==> src/rtl/ifu_pkg.sv <==
// Shared types and constants for the instruction fetch unit.
package ifu_pkg;

  typedef enum logic [1:0] {
    IDLE  = 2'd0,
    RUN   = 2'd1,
    DRAIN = 2'd2
  } ifu_state_e;

  localparam int PC_STEP    = 4;
  localparam int IFU_ADDR_W = 32;
  localparam int IFU_INST_W = 32;

  typedef struct packed {
    logic [IFU_ADDR_W-1:0] pc;
    logic [IFU_INST_W-1:0] inst;
  } fetch_entry_t;

endpackage

==> src/rtl/ifu_tag_queue.sv <==
// Two-entry FIFO holding the PCs of in-flight fetches; Clear wins over Push.
module ifu_tag_queue #(
  parameter int Width = 32
) (
  input  logic             Clk,
  input  logic             Rst,
  input  logic             Push,
  input  logic [Width-1:0] PushData,
  input  logic             Pop,
  input  logic             Clear,
  output logic [Width-1:0] Head
);

  logic [Width-1:0] ent0_q;
  logic [Width-1:0] ent1_q;
  logic [1:0]       cnt_q;

  always_ff @(posedge Clk) begin
    if (Rst) begin
      ent0_q <= '0;
      ent1_q <= '0;
      cnt_q  <= 2'd0;
    end else if (Clear) begin
      cnt_q <= 2'd0;
    end else begin
      case ({Push, Pop})
        2'b10: begin
          if (cnt_q == 2'd0) ent0_q <= PushData;
          else               ent1_q <= PushData;
          if (cnt_q != 2'd2) cnt_q <= cnt_q + 2'd1;
        end
        2'b01: begin
          ent0_q <= ent1_q;
          if (cnt_q != 2'd0) cnt_q <= cnt_q - 2'd1;
        end
        2'b11: begin
          // Pop and push together: head moves up, new tag fills behind it.
          if (cnt_q == 2'd2) begin
            ent0_q <= ent1_q;
            ent1_q <= PushData;
          end else begin
            ent0_q <= PushData;
            cnt_q  <= 2'd1;
          end
        end
        default: ;
      endcase
    end
  end

  assign Head = ent0_q;

endmodule

==> src/rtl/inst_fetch_unit.sv <==
// Instruction fetch: owns the PC, issues credit-limited fetches, writes {pc, inst} to the buffer FIFO.
// Define IFU_PERF_EN to add the PerfIssueCnt/PerfDropCnt counters.
//   state | meaning
//   IDLE  | first cycle after reset, no issue
//   RUN   | issuing and forwarding responses
//   DRAIN | discarding stale responses after a redirect
module inst_fetch_unit
  import ifu_pkg::*;
#(
  parameter int                   AddrWidth      = IFU_ADDR_W,
  parameter int                   InstWidth      = IFU_INST_W,
  parameter logic [AddrWidth-1:0] ResetPc        = AddrWidth'(32'h8000_0000),
  parameter int                   MaxOutstanding = 2
) (
  input  logic                           Clk,
  input  logic                           Rst,
  input  logic                           Jump,
  input  logic [AddrWidth-1:0]           JumpAddr,
  output logic                           IReqValid,
  input  logic                           IReqReady,
  output logic [AddrWidth-1:0]           IReqAddr,
  input  logic                           IRespValid,
  input  logic [InstWidth-1:0]           IRespData,
  output logic [AddrWidth+InstWidth-1:0] FifoWData,
  output logic                           FifoWInc,
  input  logic                           WFull,
  input  logic                           W_Will_Full
`ifdef IFU_PERF_EN
  ,
  output logic [31:0]                    PerfIssueCnt,
  output logic [31:0]                    PerfDropCnt
`endif
);

  localparam logic [1:0] ST_IDLE  = IDLE;
  localparam logic [1:0] ST_RUN   = RUN;
  localparam logic [1:0] ST_DRAIN = DRAIN;

  logic [1:0]           state_q, state_d;
  logic [1:0]           out_q;
  logic [1:0]           drop_q, drop_d;
  logic [1:0]           stale;
  logic [AddrWidth-1:0] pc_q;
  logic [AddrWidth-1:0] tq_head;
  logic                 credit_ok;
  logic                 issue_fire;
  logic                 resp_live;
  logic                 resp_drop;

  // Credit keeps outstanding fetches plus FIFO occupancy within FIFO depth.
  always_comb begin
    credit_ok = 1'b0;
    case (out_q)
      2'd0:    credit_ok = !WFull;
      2'd1:    credit_ok = (MaxOutstanding == 2) && !WFull && !W_Will_Full;
      default: credit_ok = 1'b0;
    endcase
  end

  assign IReqValid  = !Rst && (state_q == ST_RUN) && !Jump && credit_ok;
  assign IReqAddr   = pc_q;
  assign issue_fire = IReqValid && IReqReady;

  // A response with nothing outstanding is a protocol error and is ignored.
  assign resp_live = IRespValid && (out_q != 2'd0);
  assign resp_drop = resp_live && ((drop_q != 2'd0) || Jump);
  assign FifoWInc  = !Rst && resp_live && !resp_drop;
  assign stale     = out_q - {1'b0, resp_live};

  always_comb begin
    state_d = state_q;
    drop_d  = drop_q;
    case (state_q)
      ST_IDLE: state_d = ST_RUN;
      ST_RUN: begin
        if (Jump && (stale != 2'd0)) begin
          state_d = ST_DRAIN;
          drop_d  = stale;
        end
      end
      ST_DRAIN: begin
        if (Jump) begin
          drop_d  = stale;
          state_d = (stale != 2'd0) ? ST_DRAIN : ST_RUN;
        end else if (resp_live && (drop_q != 2'd0)) begin
          drop_d = drop_q - 2'd1;
          if (drop_q == 2'd1) state_d = ST_RUN;
        end else if (drop_q == 2'd0) begin
          state_d = ST_RUN;
        end
      end
      default: state_d = ST_IDLE;
    endcase
  end

  always_ff @(posedge Clk) begin
    if (Rst) begin
      state_q <= ST_IDLE;
      pc_q    <= ResetPc;
      out_q   <= 2'd0;
      drop_q  <= 2'd0;
    end else begin
      state_q <= state_d;
      drop_q  <= drop_d;
      out_q   <= out_q + {1'b0, issue_fire} - {1'b0, resp_live};
      if (Jump)            pc_q <= JumpAddr;
      else if (issue_fire) pc_q <= pc_q + AddrWidth'(PC_STEP);
    end
  end

  ifu_tag_queue #(.Width(AddrWidth)) u_tag_queue (
    .Clk      (Clk),
    .Rst      (Rst),
    .Push     (issue_fire),
    .PushData (pc_q),
    .Pop      (FifoWInc),
    .Clear    (Jump),
    .Head     (tq_head)
  );

  generate
    if (AddrWidth == IFU_ADDR_W && InstWidth == IFU_INST_W) begin : g_entry
      fetch_entry_t entry;
      always_comb begin
        entry.pc   = tq_head;
        entry.inst = IRespData;
      end
      assign FifoWData = FifoWInc ? entry : '0;
    end else begin : g_concat
      assign FifoWData = FifoWInc ? {tq_head, IRespData} : '0;
    end
  endgenerate

`ifdef IFU_PERF_EN
  always_ff @(posedge Clk) begin
    if (Rst) begin
      PerfIssueCnt <= 32'd0;
      PerfDropCnt  <= 32'd0;
    end else begin
      if (issue_fire) PerfIssueCnt <= PerfIssueCnt + 32'd1;
      if (resp_drop)  PerfDropCnt  <= PerfDropCnt + 32'd1;
    end
  end
`endif

endmodule

==> config.mk <==
export PLATFORM = sky130hd
export DESIGN_NAME = inst_fetch_unit
export DESIGN_NICKNAME = d
export VERILOG_FILES = /design/src/rtl/ifu_pkg.sv /design/src/rtl/ifu_tag_queue.sv /design/src/rtl/inst_fetch_unit.sv
export SDC_FILE = /design/constraint.sdc
export NUM_CORES = 1
export LEC_CHECK = 0
export CORE_MARGIN = 2
export CORE_UTILIZATION = 49
export CTS_BUF_LIST = sky130_fd_sc_hd__clkbuf_4
export DETAILED_ROUTE_END_ITERATION = 10
export GPL_ROUTABILITY_DRIVEN = 0
export GPL_TIMING_DRIVEN = 0
export PLACE_DENSITY = 0.83
export SLEW_MARGIN = 0
export SYNTH_ARGS = -nofsm -noshare
export SYNTH_HDL_FRONTEND = slang
export SYNTH_HIERARCHICAL = 1
export SYNTH_SLANG_ARGS = --single-unit
==> constraint.sdc <==
create_clock -name Clk -period 3.2 [get_ports Clk]
set_input_delay 0.64 -clock Clk [delete_from_list [all_inputs] [get_ports Clk]]
set_output_delay 0.64 -clock Clk [all_outputs]
set_load 0.05 [all_outputs]
==> results.yml <==
floorplan:
  dieArea_sq_um: 12000
  core_sq_um: 10800
  io_pins: 169
  std_cell_rows: 38
  die_x_um: 109
  fp.dieH_um: 109
  initial_core_util: 0.502
layout:
  post-route-util: 0.672
  layout.nets: 944
  area_growth_pct: 33.7
  insertedDiodeCount: 0
  design_area_sq_um: 7280
  final_common_cell: "nand2_1"
  multiInputGateArea_sq_um: 3140
  nFillCells: 926
  layout_common_cells: "154 x nand2_1, 104 x dfxtp_1, 100 x clkdlybuf4s50_1, 69 x and2_1, 63 x nor2_1"
  drive_gt1_frac: 0.164
  seq_area_sq_um: 2080
worst_hold_path:
  hold_class: "flip-flop to flip-flop"
power:
  power_frac_comb: 0.269
  p_switching_mw: 1.01
  powerDensity_nw_per_um2: 400
  p_seq_frac: 0.499
  p_int_mw: 1.91
  peakVddDrop_v: 0.000267
  p_leak_nw: 2.67
  p_clk_frac: 0.232
  power.total_mw: 2.91
  power_switching_share: 0.346
clock_tree:
  cts_buffers: 9
  clk_pin_slew_ns: 0.15
  clkSinkCount: 104
  htreeDepth: 3
  cts_root_buffer: "clkbuf_4"
  cts_tree: "built"
  cts_max_path_buffers: 2
  clock_latency_ns: 0.45
  hold_buffers: 0
sta:
  layout_setup_ws_ns: 0.0633
  hold_viol: 0
  relSlewSlack: 0.538
  timing.fmax_ghz: 0.319
  fin_worst_skew_ns: 0.0236
  finalSetupViolations: 0
  period_needed_ns: 3.14
  fin_tns_setup_ns: 0
  tightest_slew_ns: 0.693
  layout_worst_path_cycle_share: 0.980
  drv_slew: 0
  rsz0062_at_grt: "yes"
worst_setup_path:
  worstSetupStartpoint: "IRespValid"
  critPathCaptureType: "output pin"
  r2r-end: "u_tag_queue/Head[12]"
  cp_slowest_stage_delay_ns: 0.51
  crit_path_max_fanout: 16
  cp.depth: 6
  critical_path_buf_inv_count: 3
  crit_arrival_ns: 2.50
  cp_slowest_cell: "clkdlybuf4s50_1"
  start_kind: "input pin"
  crit_family: "buffers and inverters"
  crit_end: "FifoWData[60]"
  r2r_slack_ns: 0.29
  path_class: "input pin to output pin"
  cp_cell_sequence: "clkdlybuf4s50_1, o21a_2, and3_1, buf_2, and2_1, clkdlybuf4s15_2"
  required_ns: 2.56
  reg2reg_depth: 11
  r2r-start: "out_q[1]"
synthesis:
  synth_seq_area_share: 0.382
  synthSimpleGateAreaFrac: 0.319
  ys_seq_elements: 104
  synth_area_sq_um: 5440
  synth_xor_area_frac: 0.0418
  ys.flop_type: "dfxtp_1"
  yosys_warnings: 6
  synth_compound_area_frac: 0.194
  synth-async-reset-ratio: 0
  synth_fp_nets: 762
  postSynthCellCount: 687
  synth_area_per_cell_sq_um: 7.92
  synth_fa_ha_area_frac: 0.00919
  synth_top_area_frac: 0.382
  netlist_top_cells_area: "dfxtp_1 38%, nand2_1 11%, and2_1 7.9%"
  synthMuxAreaShare: 0.00942
  synth-edff-count: 0
  synth.distinct_cells: 54
  synth_top_cell_by_area: "dfxtp_1"
  synth_top_family_by_area: "simple AND/OR/NAND/NOR gates"
place:
  hpwlAfterDp_mm: 12.8
  place_area_sq_um: 7300
  port_buffers: 168
  pre_cts_ws_ns: -1.23
drt:
  drtIter0Drc: 374
  drtPass1Iterations: 7
  drc: 0
  via_per_inst: 5.65
  vias: 5731
  wirelength_mm: 16.9
  ant_nets: 0
  avgRoutedWirePerCell_um: 16.7
global_routing:
  globalRouteTotalUtil: 0.279
  grt_pass1_wl_mm: 26.6
  first_global_vias: 5517
  overflow: 0
  antenna_found_initial: 0
  grt_max_degree: 18
flow_run:
  drv_cap: 0
status:
  status: "finished clean"
flip-flops by register name (all words and copies together), names as in the netlist:
register / cells
IReqAddr: 32
u_tag_queue/Head: 32
u_tag_queue/ent1_q: 32
drop_q: 2
out_q: 2
state_q: 2
u_tag_queue/cnt_q: 2
kinds of logic (layout without fill, tap and decap cells):
family                   Yosys count  count (layout)
AND/OR/NAND/NOR                  359             359
AO/OA/AOI/OAI                    134             134
flip-flops                       104             104
buffers and inverters             55             242
XOR/XNOR                          26              26
multiplexers                       5               5
adder cells (fa/ha/maj)            4               4
stage by stage:
step	hold slack, ns	std cells
5_1_grt	0.481	1014
3_3_place_gp	0.442	995
2_1_floorplan	0.437	687
4_1_cts	0.467	1013
3_5_place_dp	0.447	995
6_report	0.468	1014
Yosys cell counts, drive strengths merged, types with 3 or more instances:
library cell  instances
nor4                  8
xor2                  8
buf                  19
nand2               154
and4                  3
a211oi               18
o211ai                3
or3                   3
a311oi               33
dfxtp               104
and2                 69
clkbuf               27
a31oi                 4
o22ai                 4
and3                  6
inv                   9
nand4                14
xnor2                18
nand2b                7
nand3                 8
nor2                 64
a211o                 4
nor2b                 6
ha                    4
a21oi                53
nor3                 11
o21ai                 3
mux2i                 4
power by group through the flow:
stage	combinational, mW	sequential (mW)	clock (mW)
2_1_floorplan	0.421	1.54	0
3_3_place_gp	0.769	1.47	0
3_5_place_dp	0.787	1.48	0
4_1_cts	0.777	1.45	0.679
5_1_grt	0.842	1.46	0.728
6_report	0.785	1.45	0.675
timing repair:
item | 4_1_cts | 5_1_grt
pin swaps | 1 | 1
gates resized for setup | 308 | 19
buffers inserted | 2 | 1
endpoints found under the setup margin | 103 | 83
per-layer routing:
layer,share of wire,track usage,up-vias
li1,-,-,2735
met1,0.40,0.353,2675
met2,0.50,0.479,282
met3,0.083,0.0427,39
met4,0.019,0.107,0
met5,0,0,-
worst reg2reg max path: stages, from the launching register on:
cell and delay (ns):
dfxtp_1 0.32, buf_2 0.16, nor4b_4 0.37, nand4_2 0.21
clkbuf_1 0.29, inv_1 0.20, buf_4 0.20, nand2b_4 0.08
o32ai_4 0.32, buf_4 0.20, buf_2 0.28, a311oi_2 0.15
how the worst min path moves through the flow:
stage / from / end / depth (start not counted)
floorplan: u_tag_queue/ent1_q[0] / u_tag_queue/ent1_q[0] / 2
global placement: u_tag_queue/ent1_q[6] / u_tag_queue/ent1_q[6] / 2
detailed placement: u_tag_queue/ent1_q[30] / u_tag_queue/ent1_q[30] / 2
CTS: u_tag_queue/ent1_q[30] / u_tag_queue/ent1_q[30] / 2
global route: u_tag_queue/ent1_q[31] / u_tag_queue/ent1_q[31] / 2
finish: u_tag_queue/ent1_q[11] / u_tag_queue/ent1_q[11] / 2
final cells by class:
type                            count  area share
Buffer                             46      0.0304
Clock buffer                        9     0.00928
Clock inverter                      7     0.00945
Inverter                            9     0.00464
Multi-Input combinational cell    528       0.431
Sequential cell                   104       0.286
Tap cell                          140      0.0241
Timing Repair Buffer              171       0.205
Note: power is estimated with default switching activity, not from simulation.
